[src/rtl/alarm_pkg.sv]
// Shared definitions for the alarm time setter.
//   state_t         : edit FSM states
//   FIELD_HOUR/MIN  : encoding of the edit_field output
//   *_MAX_BCD       : wrap limits for the per-field BCD arithmetic
//   to_bcd8()       : two-digit binary to BCD, used for reset constants
package alarm_pkg;

    typedef enum logic [1:0] {
        IDLE,
        EDIT_HOUR,
        EDIT_MIN
    } state_t;

    localparam logic FIELD_HOUR = 1'b0;
    localparam logic FIELD_MIN  = 1'b1;

    localparam int HOUR_MAX = 23;
    localparam int MIN_MAX  = 59;

    localparam logic [7:0] HOUR_MAX_BCD = 8'h23;
    localparam logic [7:0] MIN_MAX_BCD  = 8'h59;

    // Valid for 0..99 only; callers pass hour/minute constants.
    function automatic logic [7:0] to_bcd8(input int v);
        return {4'(v / 10), 4'(v % 10)};
    endfunction

endpackage

[src/rtl/alarm_time_setter_if.sv]
// Alarm-time bus between the board controls, the setter and its consumers.
//   set_mode, btn_*   : debounced, clk-synchronous control levels
//   a_first..a_fourth : committed alarm HH:MM in BCD (min ones .. hour tens)
//   e_first..e_fourth : shadow digits shown while editing, same order
//   editing, edit_field, alarm_updated : edit status and commit strobe
// master = the setter (drives the alarm digits), slave = controls/consumers.
interface alarm_time_setter_if;
    logic       set_mode;
    logic       btn_next;
    logic       btn_up;
    logic       btn_down;
    logic       btn_confirm;
    logic [3:0] a_first;
    logic [3:0] a_second;
    logic [3:0] a_third;
    logic [3:0] a_fourth;
    logic [3:0] e_first;
    logic [3:0] e_second;
    logic [3:0] e_third;
    logic [3:0] e_fourth;
    logic       editing;
    logic       edit_field;
    logic       alarm_updated;

    modport master (
        input  set_mode, btn_next, btn_up, btn_down, btn_confirm,
        output a_first, a_second, a_third, a_fourth,
        output e_first, e_second, e_third, e_fourth,
        output editing, edit_field, alarm_updated
    );

    modport slave (
        output set_mode, btn_next, btn_up, btn_down, btn_confirm,
        input  a_first, a_second, a_third, a_fourth,
        input  e_first, e_second, e_third, e_fourth,
        input  editing, edit_field, alarm_updated
    );
endinterface

[src/rtl/btn_repeat.sv]
// Rising-edge detect plus hold-to-repeat for one button.
//   clk, reset : clock, asynchronous active-high reset
//   btn        : debounced button level
//   clear      : suppress stepping and disarm the repeat counter
//   step       : one-cycle step strobe (combinational, same cycle as the edge)
// A step fires on the rising edge, then HOLD_CYCLES after it, then every
// REPEAT_CYCLES while the button stays high. Once cleared, a held button
// stays silent until it is released and pressed again.
module btn_repeat #(
    parameter int HOLD_CYCLES   = 50_000_000,
    parameter int REPEAT_CYCLES = 10_000_000
) (
    input  logic clk,
    input  logic reset,
    input  logic btn,
    input  logic clear,
    output logic step
);
    localparam int CNT_MAX = (HOLD_CYCLES > REPEAT_CYCLES) ? HOLD_CYCLES : REPEAT_CYCLES;
    localparam int CNT_W   = $clog2(CNT_MAX + 1);

    logic             btn_prev_reg;
    logic [CNT_W-1:0] cnt_reg;
    logic             rpt_reg;      // past the initial hold, in repeat phase

    logic rise;
    logic armed;
    logic hit;

    assign rise  = btn & ~btn_prev_reg;
    // Zero means "not counting": idle, released or cleared.
    assign armed = (cnt_reg != '0);
    assign hit   = rpt_reg ? (cnt_reg == CNT_W'(REPEAT_CYCLES))
                           : (cnt_reg == CNT_W'(HOLD_CYCLES));
    assign step  = ~clear & (rise | (btn & armed & hit));

    always_ff @(posedge clk or posedge reset) begin
        if (reset) begin
            btn_prev_reg <= 1'b0;
            cnt_reg      <= '0;
            rpt_reg      <= 1'b0;
        end else begin
            btn_prev_reg <= btn;
            if (clear || !btn) begin
                cnt_reg <= '0;
                rpt_reg <= 1'b0;
            end else if (rise) begin
                cnt_reg <= CNT_W'(1);
                rpt_reg <= 1'b0;
            end else if (armed) begin
                if (hit) begin
                    cnt_reg <= CNT_W'(1);
                    rpt_reg <= 1'b1;
                end else begin
                    cnt_reg <= cnt_reg + CNT_W'(1);
                end
            end
        end
    end
endmodule

[src/rtl/alarm_time_setter.sv]
// Alarm time setter: edits a shadow HH:MM with the board buttons and commits
// it atomically to the alarm digits on confirm.
//   clk, reset : clock, asynchronous active-high reset
//   bus        : alarm_time_setter_if.master (buttons in, a_*/e_*/status out)
// The committed registers only change on confirm or reset, so the comparator
// never sees a half-edited time. Leaving set mode without confirming drops
// the shadow.
module alarm_time_setter
    import alarm_pkg::*;
#(
    parameter int HOLD_CYCLES   = 50_000_000,
    parameter int REPEAT_CYCLES = 10_000_000,
    parameter int RESET_HOUR    = 7,
    parameter int RESET_MIN     = 0
) (
    input  logic                   clk,
    input  logic                   reset,
    alarm_time_setter_if.master    bus
);
    localparam logic [7:0] RESET_HOUR_BCD = to_bcd8(RESET_HOUR);
    localparam logic [7:0] RESET_MIN_BCD  = to_bcd8(RESET_MIN);

    state_t     state_reg;
    logic [7:0] a_hour_reg, a_min_reg;
    logic [7:0] e_hour_reg, e_min_reg;
    logic       editing_reg, edit_field_reg, alarm_updated_reg;
    logic       set_mode_prev_reg, next_prev_reg, confirm_prev_reg;

    logic       set_mode_rise, next_rise, confirm_rise;
    logic       step_clear;
    logic [1:0] btn_vec;    // [0] = up, [1] = down
    logic [1:0] step_vec;

    function automatic logic [7:0] bcd_step(input logic [7:0] v, input logic up,
                                            input logic [7:0] max_bcd);
        logic [7:0] r;
        if (up) begin
            if (v == max_bcd)          r = 8'h00;
            else if (v[3:0] == 4'd9)   r = {v[7:4] + 4'd1, 4'd0};
            else                       r = {v[7:4], v[3:0] + 4'd1};
        end else begin
            if (v == 8'h00)            r = max_bcd;
            else if (v[3:0] == 4'd0)   r = {v[7:4] - 4'd1, 4'd9};
            else                       r = {v[7:4], v[3:0] - 4'd1};
        end
        return r;
    endfunction

    assign set_mode_rise = bus.set_mode & ~set_mode_prev_reg;
    assign next_rise     = bus.btn_next & ~next_prev_reg;
    assign confirm_rise  = bus.btn_confirm & ~confirm_prev_reg;

    // Anything that outranks a step also disarms the repeat counters, so a
    // field switch or an up+down chord restarts the hold timing.
    assign step_clear = (state_reg == IDLE) | ~bus.set_mode | confirm_rise |
                        next_rise | (bus.btn_up & bus.btn_down);

    assign btn_vec = {bus.btn_down, bus.btn_up};

    generate
        for (genvar gi = 0; gi < 2; gi++) begin : g_rep
            btn_repeat #(
                .HOLD_CYCLES   (HOLD_CYCLES),
                .REPEAT_CYCLES (REPEAT_CYCLES)
            ) u_btn_repeat (
                .clk   (clk),
                .reset (reset),
                .btn   (btn_vec[gi]),
                .clear (step_clear),
                .step  (step_vec[gi])
            );
        end
    endgenerate

    always_ff @(posedge clk or posedge reset) begin
        if (reset) begin
            state_reg         <= IDLE;
            a_hour_reg        <= RESET_HOUR_BCD;
            a_min_reg         <= RESET_MIN_BCD;
            e_hour_reg        <= RESET_HOUR_BCD;
            e_min_reg         <= RESET_MIN_BCD;
            editing_reg       <= 1'b0;
            edit_field_reg    <= FIELD_HOUR;
            alarm_updated_reg <= 1'b0;
            set_mode_prev_reg <= 1'b0;
            next_prev_reg     <= 1'b0;
            confirm_prev_reg  <= 1'b0;
        end else begin
            set_mode_prev_reg <= bus.set_mode;
            next_prev_reg     <= bus.btn_next;
            confirm_prev_reg  <= bus.btn_confirm;
            alarm_updated_reg <= 1'b0;

            case (state_reg)
                IDLE: begin
                    // Shadow tracks the committed time so entering edit
                    // mode always starts from the current alarm.
                    e_hour_reg <= a_hour_reg;
                    e_min_reg  <= a_min_reg;
                    if (set_mode_rise) begin
                        state_reg      <= EDIT_HOUR;
                        editing_reg    <= 1'b1;
                        edit_field_reg <= FIELD_HOUR;
                    end
                end
                EDIT_HOUR, EDIT_MIN: begin
                    if (!bus.set_mode) begin
                        state_reg      <= IDLE;
                        e_hour_reg     <= a_hour_reg;
                        e_min_reg      <= a_min_reg;
                        editing_reg    <= 1'b0;
                        edit_field_reg <= FIELD_HOUR;
                    end else if (confirm_rise) begin
                        // Pre-step shadow is committed; any same-cycle step is dropped.
                        a_hour_reg        <= e_hour_reg;
                        a_min_reg         <= e_min_reg;
                        alarm_updated_reg <= 1'b1;
                        state_reg         <= IDLE;
                        editing_reg       <= 1'b0;
                        edit_field_reg    <= FIELD_HOUR;
                    end else if (next_rise) begin
                        if (state_reg == EDIT_HOUR) begin
                            state_reg      <= EDIT_MIN;
                            edit_field_reg <= FIELD_MIN;
                        end else begin
                            state_reg      <= EDIT_HOUR;
                            edit_field_reg <= FIELD_HOUR;
                        end
                    end else if (step_vec[0] || step_vec[1]) begin
                        if (state_reg == EDIT_HOUR)
                            e_hour_reg <= bcd_step(e_hour_reg, step_vec[0], HOUR_MAX_BCD);
                        else
                            e_min_reg  <= bcd_step(e_min_reg, step_vec[0], MIN_MAX_BCD);
                    end
                end
                default: begin
                    state_reg <= IDLE;
                end
            endcase
        end
    end

    assign bus.a_first       = a_min_reg[3:0];
    assign bus.a_second      = a_min_reg[7:4];
    assign bus.a_third       = a_hour_reg[3:0];
    assign bus.a_fourth      = a_hour_reg[7:4];
    assign bus.e_first       = e_min_reg[3:0];
    assign bus.e_second      = e_min_reg[7:4];
    assign bus.e_third       = e_hour_reg[3:0];
    assign bus.e_fourth      = e_hour_reg[7:4];
    assign bus.editing       = editing_reg;
    assign bus.edit_field    = edit_field_reg;
    assign bus.alarm_updated = alarm_updated_reg;
endmodule
[src/flat_wrapper.sv]
// flat-port wrapper written by rule: the top's interface ports become plain ports
module alarm_time_setter_flat import alarm_pkg::*;
#(
    parameter int HOLD_CYCLES   = 50_000_000,
    parameter int REPEAT_CYCLES = 10_000_000,
    parameter int RESET_HOUR    = 7,
    parameter int RESET_MIN     = 0
)
  (clk, reset, bus_set_mode, bus_btn_next, bus_btn_up, bus_btn_down, bus_btn_confirm, bus_a_first, bus_a_second, bus_a_third, bus_a_fourth, bus_e_first, bus_e_second, bus_e_third, bus_e_fourth, bus_editing, bus_edit_field, bus_alarm_updated);
  alarm_time_setter_if bus_i ();
  input  logic clk;
  input  logic reset;
  input wire logic [$bits(bus_i.set_mode)-1:0] bus_set_mode;
  input wire logic [$bits(bus_i.btn_next)-1:0] bus_btn_next;
  input wire logic [$bits(bus_i.btn_up)-1:0] bus_btn_up;
  input wire logic [$bits(bus_i.btn_down)-1:0] bus_btn_down;
  input wire logic [$bits(bus_i.btn_confirm)-1:0] bus_btn_confirm;
  output wire logic [$bits(bus_i.a_first)-1:0] bus_a_first;
  output wire logic [$bits(bus_i.a_second)-1:0] bus_a_second;
  output wire logic [$bits(bus_i.a_third)-1:0] bus_a_third;
  output wire logic [$bits(bus_i.a_fourth)-1:0] bus_a_fourth;
  output wire logic [$bits(bus_i.e_first)-1:0] bus_e_first;
  output wire logic [$bits(bus_i.e_second)-1:0] bus_e_second;
  output wire logic [$bits(bus_i.e_third)-1:0] bus_e_third;
  output wire logic [$bits(bus_i.e_fourth)-1:0] bus_e_fourth;
  output wire logic [$bits(bus_i.editing)-1:0] bus_editing;
  output wire logic [$bits(bus_i.edit_field)-1:0] bus_edit_field;
  output wire logic [$bits(bus_i.alarm_updated)-1:0] bus_alarm_updated;
  assign bus_i.set_mode = bus_set_mode;
  assign bus_i.btn_next = bus_btn_next;
  assign bus_i.btn_up = bus_btn_up;
  assign bus_i.btn_down = bus_btn_down;
  assign bus_i.btn_confirm = bus_btn_confirm;
  assign bus_a_first = bus_i.a_first;
  assign bus_a_second = bus_i.a_second;
  assign bus_a_third = bus_i.a_third;
  assign bus_a_fourth = bus_i.a_fourth;
  assign bus_e_first = bus_i.e_first;
  assign bus_e_second = bus_i.e_second;
  assign bus_e_third = bus_i.e_third;
  assign bus_e_fourth = bus_i.e_fourth;
  assign bus_editing = bus_i.editing;
  assign bus_edit_field = bus_i.edit_field;
  assign bus_alarm_updated = bus_i.alarm_updated;
  alarm_time_setter #(.HOLD_CYCLES(HOLD_CYCLES), .REPEAT_CYCLES(REPEAT_CYCLES), .RESET_HOUR(RESET_HOUR), .RESET_MIN(RESET_MIN)) u_core (.clk(clk), .reset(reset), .bus(bus_i));
endmodule
[config.mk]
export PLATFORM = sky130hd
export DESIGN_NAME = alarm_time_setter_flat
export DESIGN_NICKNAME = d
export VERILOG_FILES = /design/src/rtl/alarm_pkg.sv /design/src/rtl/alarm_time_setter_if.sv /design/src/rtl/btn_repeat.sv /design/src/rtl/alarm_time_setter.sv /design/src/flat_wrapper.sv
export SDC_FILE = /design/constraint.sdc
export NUM_CORES = 1
export LEC_CHECK = 0
export ABC_AREA = 1
export CORE_MARGIN = 2
export CORE_UTILIZATION = 40
export DETAILED_ROUTE_END_ITERATION = 8
export GPL_TIMING_DRIVEN = 0
export PLACE_DENSITY = 0.67
export SKIP_CTS_REPAIR_TIMING = 1
export SLEW_MARGIN = 20
export SYNTH_ARGS = -nofsm -noshare
export SYNTH_HDL_FRONTEND = slang
export SYNTH_SLANG_ARGS = --single-unit
[constraint.sdc]
create_clock -name clk -period 3.6 [get_ports clk]
set_clock_uncertainty 0.1 [all_clocks]
set_input_delay 0.72 -clock clk [delete_from_list [all_inputs] [get_ports clk]]
set_output_delay 0.72 -clock clk [all_outputs]
set_load 0.05 [all_outputs]
==> results.py, run 1 <==
metrics = {
    "synth": {
        "ys.flop_type": "dfrtp_1",
        "ys_seq_area_frac": 0.399,
        "yosysWarnings": 0,
        "synth_common_cells": "192 x nand2_1, 97 x inv_1, 97 x nor2_1",
        "synthArstFlopShare": 1.00,
        "synth_nets": 861,
        "netlist_instances": 834,
        "yosys.area.top_type": "dfrtp_1",
        "synthTopCellsByArea": "dfrtp_1 37%, nand2_1 12%, inv_1 6.0%",
        "synth_edf_count": 0,
        "synth_seq_cells": 96,
        "synth_area_per_cell_sq_um": 7.25,
        "ys_types": 44,
        "syn_area_sq_um": 6050,
        "synth_top_area_frac": 0.372,
        "synth_most_common_cell": "nand2_1",
    },
    "clock_network": {
        "clock_sink_count": 96,
        "cts_buffer_depth": 2,
        "root_buffer": "clkbuf_16",
        "clk_pin_slew_worst_paths_ns": 0.07,
        "clk_latency_ns": 0.36,
        "tritoncts": "built",
        "htreeDepth": 3,
        "cts_buffers": 9,
    },
    "power": {
        "vdd_drop_max_v": 0.000385,
        "p_total_w": 0.00446,
        "p_leak_nw": 3.14,
        "powerDensity_nw_per_um2": 634,
    },
    "sta": {
        "tightest_slew_ns": 0.590,
        "rsz0062_at_grt": "no",
        "hold_viol": 0,
        "setup_ws_ns": 0.888,
        "min_period_ns": 2.71,
        "fmax_mhz": 369,
        "report.final.slew_viol_count": 0,
        "fin_crit_sh": 0.753,
        "setup_viol": 0,
        "finalSetupTns_ns": 0,
        "slew_headroom": 0.607,
    },
    "min_path": {
        "min_path_cells": 1,
        "hold_path_class": "register to register",
    },
    "placed_design": {
        "dp_hpwl_mm": 10.6,
        "dpl_cell_area_sq_um": 6720,
        "io_buffers": 41,
        "globalplace.congestion": 0.870,
        "place_ws_ns": 0.532,
    },
    "worst_setup_path": {
        "path_cells": "clkdlybuf4s50_1 -> buf_4 -> nand2_1 -> nor2_2 -> clkinv_1 -> clkbuf_1 -> nand2_1 -> o21ai_0",
        "max_stage_delay_ns": 0.53,
        "crit_fanout": 10,
        "criticalPathCategory": "input pin to register",
        "crit_top_cell": "nand2_1",
        "cp-startpoint": "bus_set_mode",
        "r2r_slack_ns": 1.03,
        "r2r_start": "u_core.state_reg[0]",
        "worstRegToRegCells": 9,
        "worst_setup_path_start_kind": "input pin",
        "arrival_ns": 2.84,
        "r2r_end": "u_core.a_min_reg[7]",
        "cpMaxStageDelayCell": "clkdlybuf4s50_1",
        "worstPathRequired_ns": 3.73,
        "crit_end": "u_core.a_min_reg[7]",
        "end_kind": "register",
    },
    "routing": {
        "first_pass_iters": 5,
        "vias": 5476,
        "drc": 0,
        "routed.top_layer": "met4",
        "via_per_inst": 5.09,
        "wirelength_met1_mm": 7.09,
        "wl_per_cell_um": 13.5,
        "antenna_left": 0,
        "met2_length_mm": 6.68,
        "drtIter0Drc": 308,
        "wl_mm": 14.6,
        "wl_met3_um": 506,
    },
    "floorplan": {
        "initial_core_util": 0.413,
        "ios": 42,
        "fp.dieArea_sq_um": 16100,
        "coreArea_sq_um": 14600,
        "die_x_um": 127,
        "die_h_um": 127,
        "row_count": 44,
    },
    "run_status": {
        "outcome": "complete, no violations",
    },
    "cells_and_area": {
        "drive_above_1_share": 0.104,
        "antenna_cells": 0,
        "syn2layout_area_growth_pct": 16.3,
        "final_area_sq_um": 7040,
        "largest_register_ffs": 52,
        "final_nets": 914,
        "multi_input_area_sq_um": 3110,
        "regArea_sq_um": 2410,
        "filler_cell_count": 1467,
    },
    "grt": {
        "grt_pass1_vias": 5220,
        "grt_usage": 0.189,
        "antenna_found_initial": 0,
        "grt_pass1_wl_mm": 24.8,
        "grt_overflow_total": 0,
        "grt_max_degree": 53,
    },
    "flow_run": {
        "max_cap_viol_count": 0,
    },
}
==> how the worst min path moves through the flow <==
stage / slack [ns] / start / end
5_1_grt: 0.44 / u_core.g_rep[0].u_btn_repeat.cnt_reg[19] / u_core.g_rep[0].u_btn_repeat.cnt_reg[19]
4_1_cts: 0.39 / u_core.g_rep[0].u_btn_repeat.cnt_reg[19] / u_core.g_rep[0].u_btn_repeat.cnt_reg[19]
3_5_place_dp: 0.38 / u_core.g_rep[0].u_btn_repeat.cnt_reg[19] / u_core.g_rep[0].u_btn_repeat.cnt_reg[19]
2_1_floorplan: 0.35 / u_core.g_rep[0].u_btn_repeat.cnt_reg[19] / u_core.g_rep[0].u_btn_repeat.cnt_reg[19]
6_report: 0.39 / u_core.g_rep[0].u_btn_repeat.cnt_reg[19] / u_core.g_rep[0].u_btn_repeat.cnt_reg[19]
3_3_place_gp: 0.37 / u_core.bus.editing / u_core.bus.editing
==> layer usage <==
metal / GRT usage / vias to the layer above
met3: 0.0274 / 19
met1: 0.262 / 2557
met4: 0.0795 / 0
met2: 0.298 / 98
li1: - / 2802
met5: 0 / -
==> power by group <==
part	internal, W	switching, W	leakage [nW]
clock network	0.000611	0.000429	0.154
logic	0.000628	0.00137	1.70
registers	0.00126	0.000160	1.28
total	0.00249	0.00196	3.14
==> per-stage QoR <==
stage | hold slack [ns] | instances | utilization
final | 0.392 | 1076 | 0.480
after floorplan | 0.354 | 834 | -
after global placement | 0.373 | 1059 | 0.457
after CTS | 0.388 | 1076 | 0.480
after detailed placement | 0.384 | 1060 | 0.459
after global routing | 0.437 | 1076 | 0.480
==> worst max-delay path, delay by kind of cell <==
family          cells  cell delay, ns
compound gates      1            0.08
buf+inv             4            1.40
simple gates        3            0.62
==> area by class of cell <==
cell class / count / share of cell area
buffer: 21 / 0.0160
clock buffer: 11 / 0.0331
clock inverter: 5 / 0.0117
inverter: 110 / 0.0594
multi-input combinational: 607 / 0.442
sequential: 96 / 0.343
tap: 184 / 0.0327
timing repair buffer: 42 / 0.0622
==> cells by family (layout without fill, tap and decap cells) <==
kind of cell | Yosys count | after routing | share of synthesized area
compound gates | 120 | 120 | 0.109
xor+xnor | 15 | 15 | 0.0217
fa+ha+maj | 20 | 20 | 0.0414
buf+inv | 131 | 189 | 0.0869
flops | 96 | 96 | 0.399
simple gates | 452 | 452 | 0.343
==> cells in the final DEF (no fill, tap or decap), types with 3 or more instances in the layout <==
master and count:
buf_2 9, nor3_1 22, clkdlybuf4s50_1 41, nor2_2 16, dfrtp_1 90, inv_1 96, o21ai_1 8, nand3_2 6
nand3_1 69, o21a_1 3, clkbuf_16 9, dfstp_2 6, inv_2 11, nor4_1 8, nor2_4 4, a21oi_1 49
xnor2_1 3, a211oi_1 4, o21ai_0 47, clkbuf_1 10, nand2_1 192, xor2_1 12, nor2_1 97, nand2_2 11
nand4_1 14, ha_1 20
Note: power is estimated with default switching activity, not from simulation.
==> inputs of run 2 (changes only) <==
Settings changed: PLACE_DENSITY 0.67 to 0.69.
Clock period 3.6 ns to 2.46 ns, I/O delays scaled along.
==> run 2 against run 1 <==
Net effect:
- global-route usage down 0.16 points
- combinational power is 47% higher
- non-clock buffer count up 4
- register-to-register slack got worse by 0.80 ns
- design area rose by 0.96%
- worst hold slack gained 0.0034 ns
- utilization up 0.46 points
- critical path type is now register to primary output
- largest cell class unchanged
==> results.py, run 2 (synthesized netlist as in run 1, its figures left out) <==
metrics = {
    "sta": {
        "setup_viol": 0,
        "report.final.slew_viol_count": 0,
        "hold_viol": 0,
        "fmax_mhz": 417,
        "min_period_ns": 2.40,
        "tightest_slew_ns": 0.514,
        "slew_headroom": 0.656,
        "holdWs_ns": 0.395,
        "rsz0062_at_grt": "no",
        "fin_crit_sh": 0.974,
    },
    "grt": {
        "grt_overflow_total": 0,
        "grt_pass1_wl_mm": 24.8,
        "grt_max_degree": 32,
        "grt_pass1_vias": 5209,
        "grt_usage": 0.188,
        "antenna_found_initial": 0,
    },
    "clock_network": {
        "clk_latency_ns": 0.36,
        "htreeDepth": 3,
        "clock_sink_count": 96,
        "cts_buffer_depth": 2,
        "root_buffer": "clkbuf_16",
        "cts_buffers": 9,
        "tritoncts": "built",
        "clk_pin_slew_worst_paths_ns": 0.07,
    },
    "worst_setup_path": {
        "crit_fanout": 8,
        "arrival_ns": 1.81,
        "worst_setup_path_start_kind": "register",
        "critPathTopFamily": "buffers and inverters",
        "end_kind": "primary output",
        "max_stage_delay_ns": 0.83,
        "criticalPathCategory": "register to primary output",
        "path_cells": "clkdlybuf4s50_1",
        "cp_num_buf_inv": 1,
        "cpMaxStageDelayCell": "clkdlybuf4s50_1",
        "worstPathRequired_ns": 1.87,
    },
    "placed_design": {
        "dp_hpwl_mm": 10.6,
        "globalplace.congestion": 0.849,
        "io_buffers": 41,
    },
    "cells_and_area": {
        "antenna_cells": 0,
        "final_nets": 918,
        "layout_commonest_cell": "nand2_1",
        "syn2layout_area_growth_pct": 17.5,
        "filler_cell_count": 1476,
        "drive_above_1_share": 0.117,
        "largest_register_ffs": 52,
        "final_cell_mix": "190 x nand2_1, 96 x inv_1, 96 x nor2_1, 90 x dfrtp_1, 69 x nand3_1",
    },
    "power": {
        "p_leak_nw": 3.15,
        "vdd_drop_max_v": 0.000656,
        "p_total_w": 0.00647,
        "powerDensity_nw_per_um2": 911,
    },
    "floorplan": {
        "initial_core_util": 0.413,
        "coreArea_sq_um": 14600,
        "die_x_um": 127,
        "die_h_um": 127,
        "fp.dieArea_sq_um": 16100,
        "row_count": 44,
        "ios": 42,
    },
    "routing": {
        "wl_per_cell_um": 13.3,
        "first_pass_iters": 5,
        "wl_mm": 14.3,
        "vias": 5504,
        "via_per_inst": 5.10,
        "antenna_left": 0,
        "drc": 0,
        "drtIter0Drc": 436,
    },
    "min_path": {
        "hold_path_class": "input pin to asynchronous set/reset pin",
    },
    "run_status": {
        "outcome": "complete, no violations",
    },
    "flow_run": {
        "max_cap_viol_count": 0,
    },
}
## run 2: final timing paths
| check | startpoint | end | slack [ns] | cells past startpoint |
|---|---|---|---|---|
| worst max register to register | u_core.g_rep[0].u_btn_repeat.cnt_reg[0] | u_core.e_hour_reg[6] | 0.23 | 16 |
| min in group clk | u_core.bus.editing | u_core.bus.editing | 0.40 | 2 |
| worst max-delay path | u_core.e_hour_reg[0] | bus_e_third[0] | 0.06 | 1 |
| max in group asynchronous | reset | u_core.e_hour_reg[1] | 1.10 | 4 |
| worst min-delay path | reset | u_core.g_rep[1].u_btn_repeat.cnt_reg[2] | 0.40 | 2 |
| worst min register to register | u_core.bus.editing | u_core.bus.editing | 0.40 | 2 |
## run 2: area by class of cell
class,count,area (sq um),share of cell area
plain buffers,21,124,0.0174
multi-input cells,607,3130,0.441
flip-flops and latches,96,2410,0.339
clock inverters,7,78.8,0.0111
inverters,110,420,0.0592
well taps,184,230,0.0324
repair buffers,46,485,0.0683
clock buffers,9,225,0.0317
## run 2: per-layer routing
metal	up-vias	GRT usage	part of all wire
met5	-	0	0
met1	2567	0.262	0.49
met3	23	0.0333	0.036
met4	0	0.0627	0.021
li1	2812	-	-
met2	102	0.296	0.46
## run 2: power by group
part	internal, W	leakage (nW)	switching, W
Combinational	0.000942	1.73	0.00200
Clock	0.000799	0.144	0.000661
Sequential	0.00184	1.28	0.000232
## run 2: stage by stage
| step | instances | setup WS, ns | setup TNS, ns | instance area, sq um | util |
|---|---|---|---|---|---|
| 5_1_grt | 1080 | 0.0130 | 0 | 7100 | 0.485 |
| 6_report | 1080 | 0.0628 | 0 | 7100 | 0.485 |
| 3_5_place_dp | 1062 | -0.346 | -14.35 | 6750 | 0.461 |
| 2_1_floorplan | 834 | 0.398 | 0 | 6050 | - |
| 4_1_cts | 1078 | -0.0776 | -0.493 | 7060 | 0.482 |
| 3_3_place_gp | 1059 | -0.400 | -47.77 | 6690 | 0.457 |
## run 2: worst reg2reg max path, cell delays in order, from the launching register on
cell	delay, ns
dfrtp_1	0.40
inv_1	0.10
ha_1	0.14
inv_1	0.03
nor2_1	0.09
and2_1	0.19
nand2_2	0.08
nor2_4	0.09
nand2_4	0.08
nand2_2	0.10
nand3_4	0.09
nand3_2	0.09
nand2_2	0.13
inv_2	0.13
nand2_1	0.12
nand2_1	0.09
nand2_1	0.06
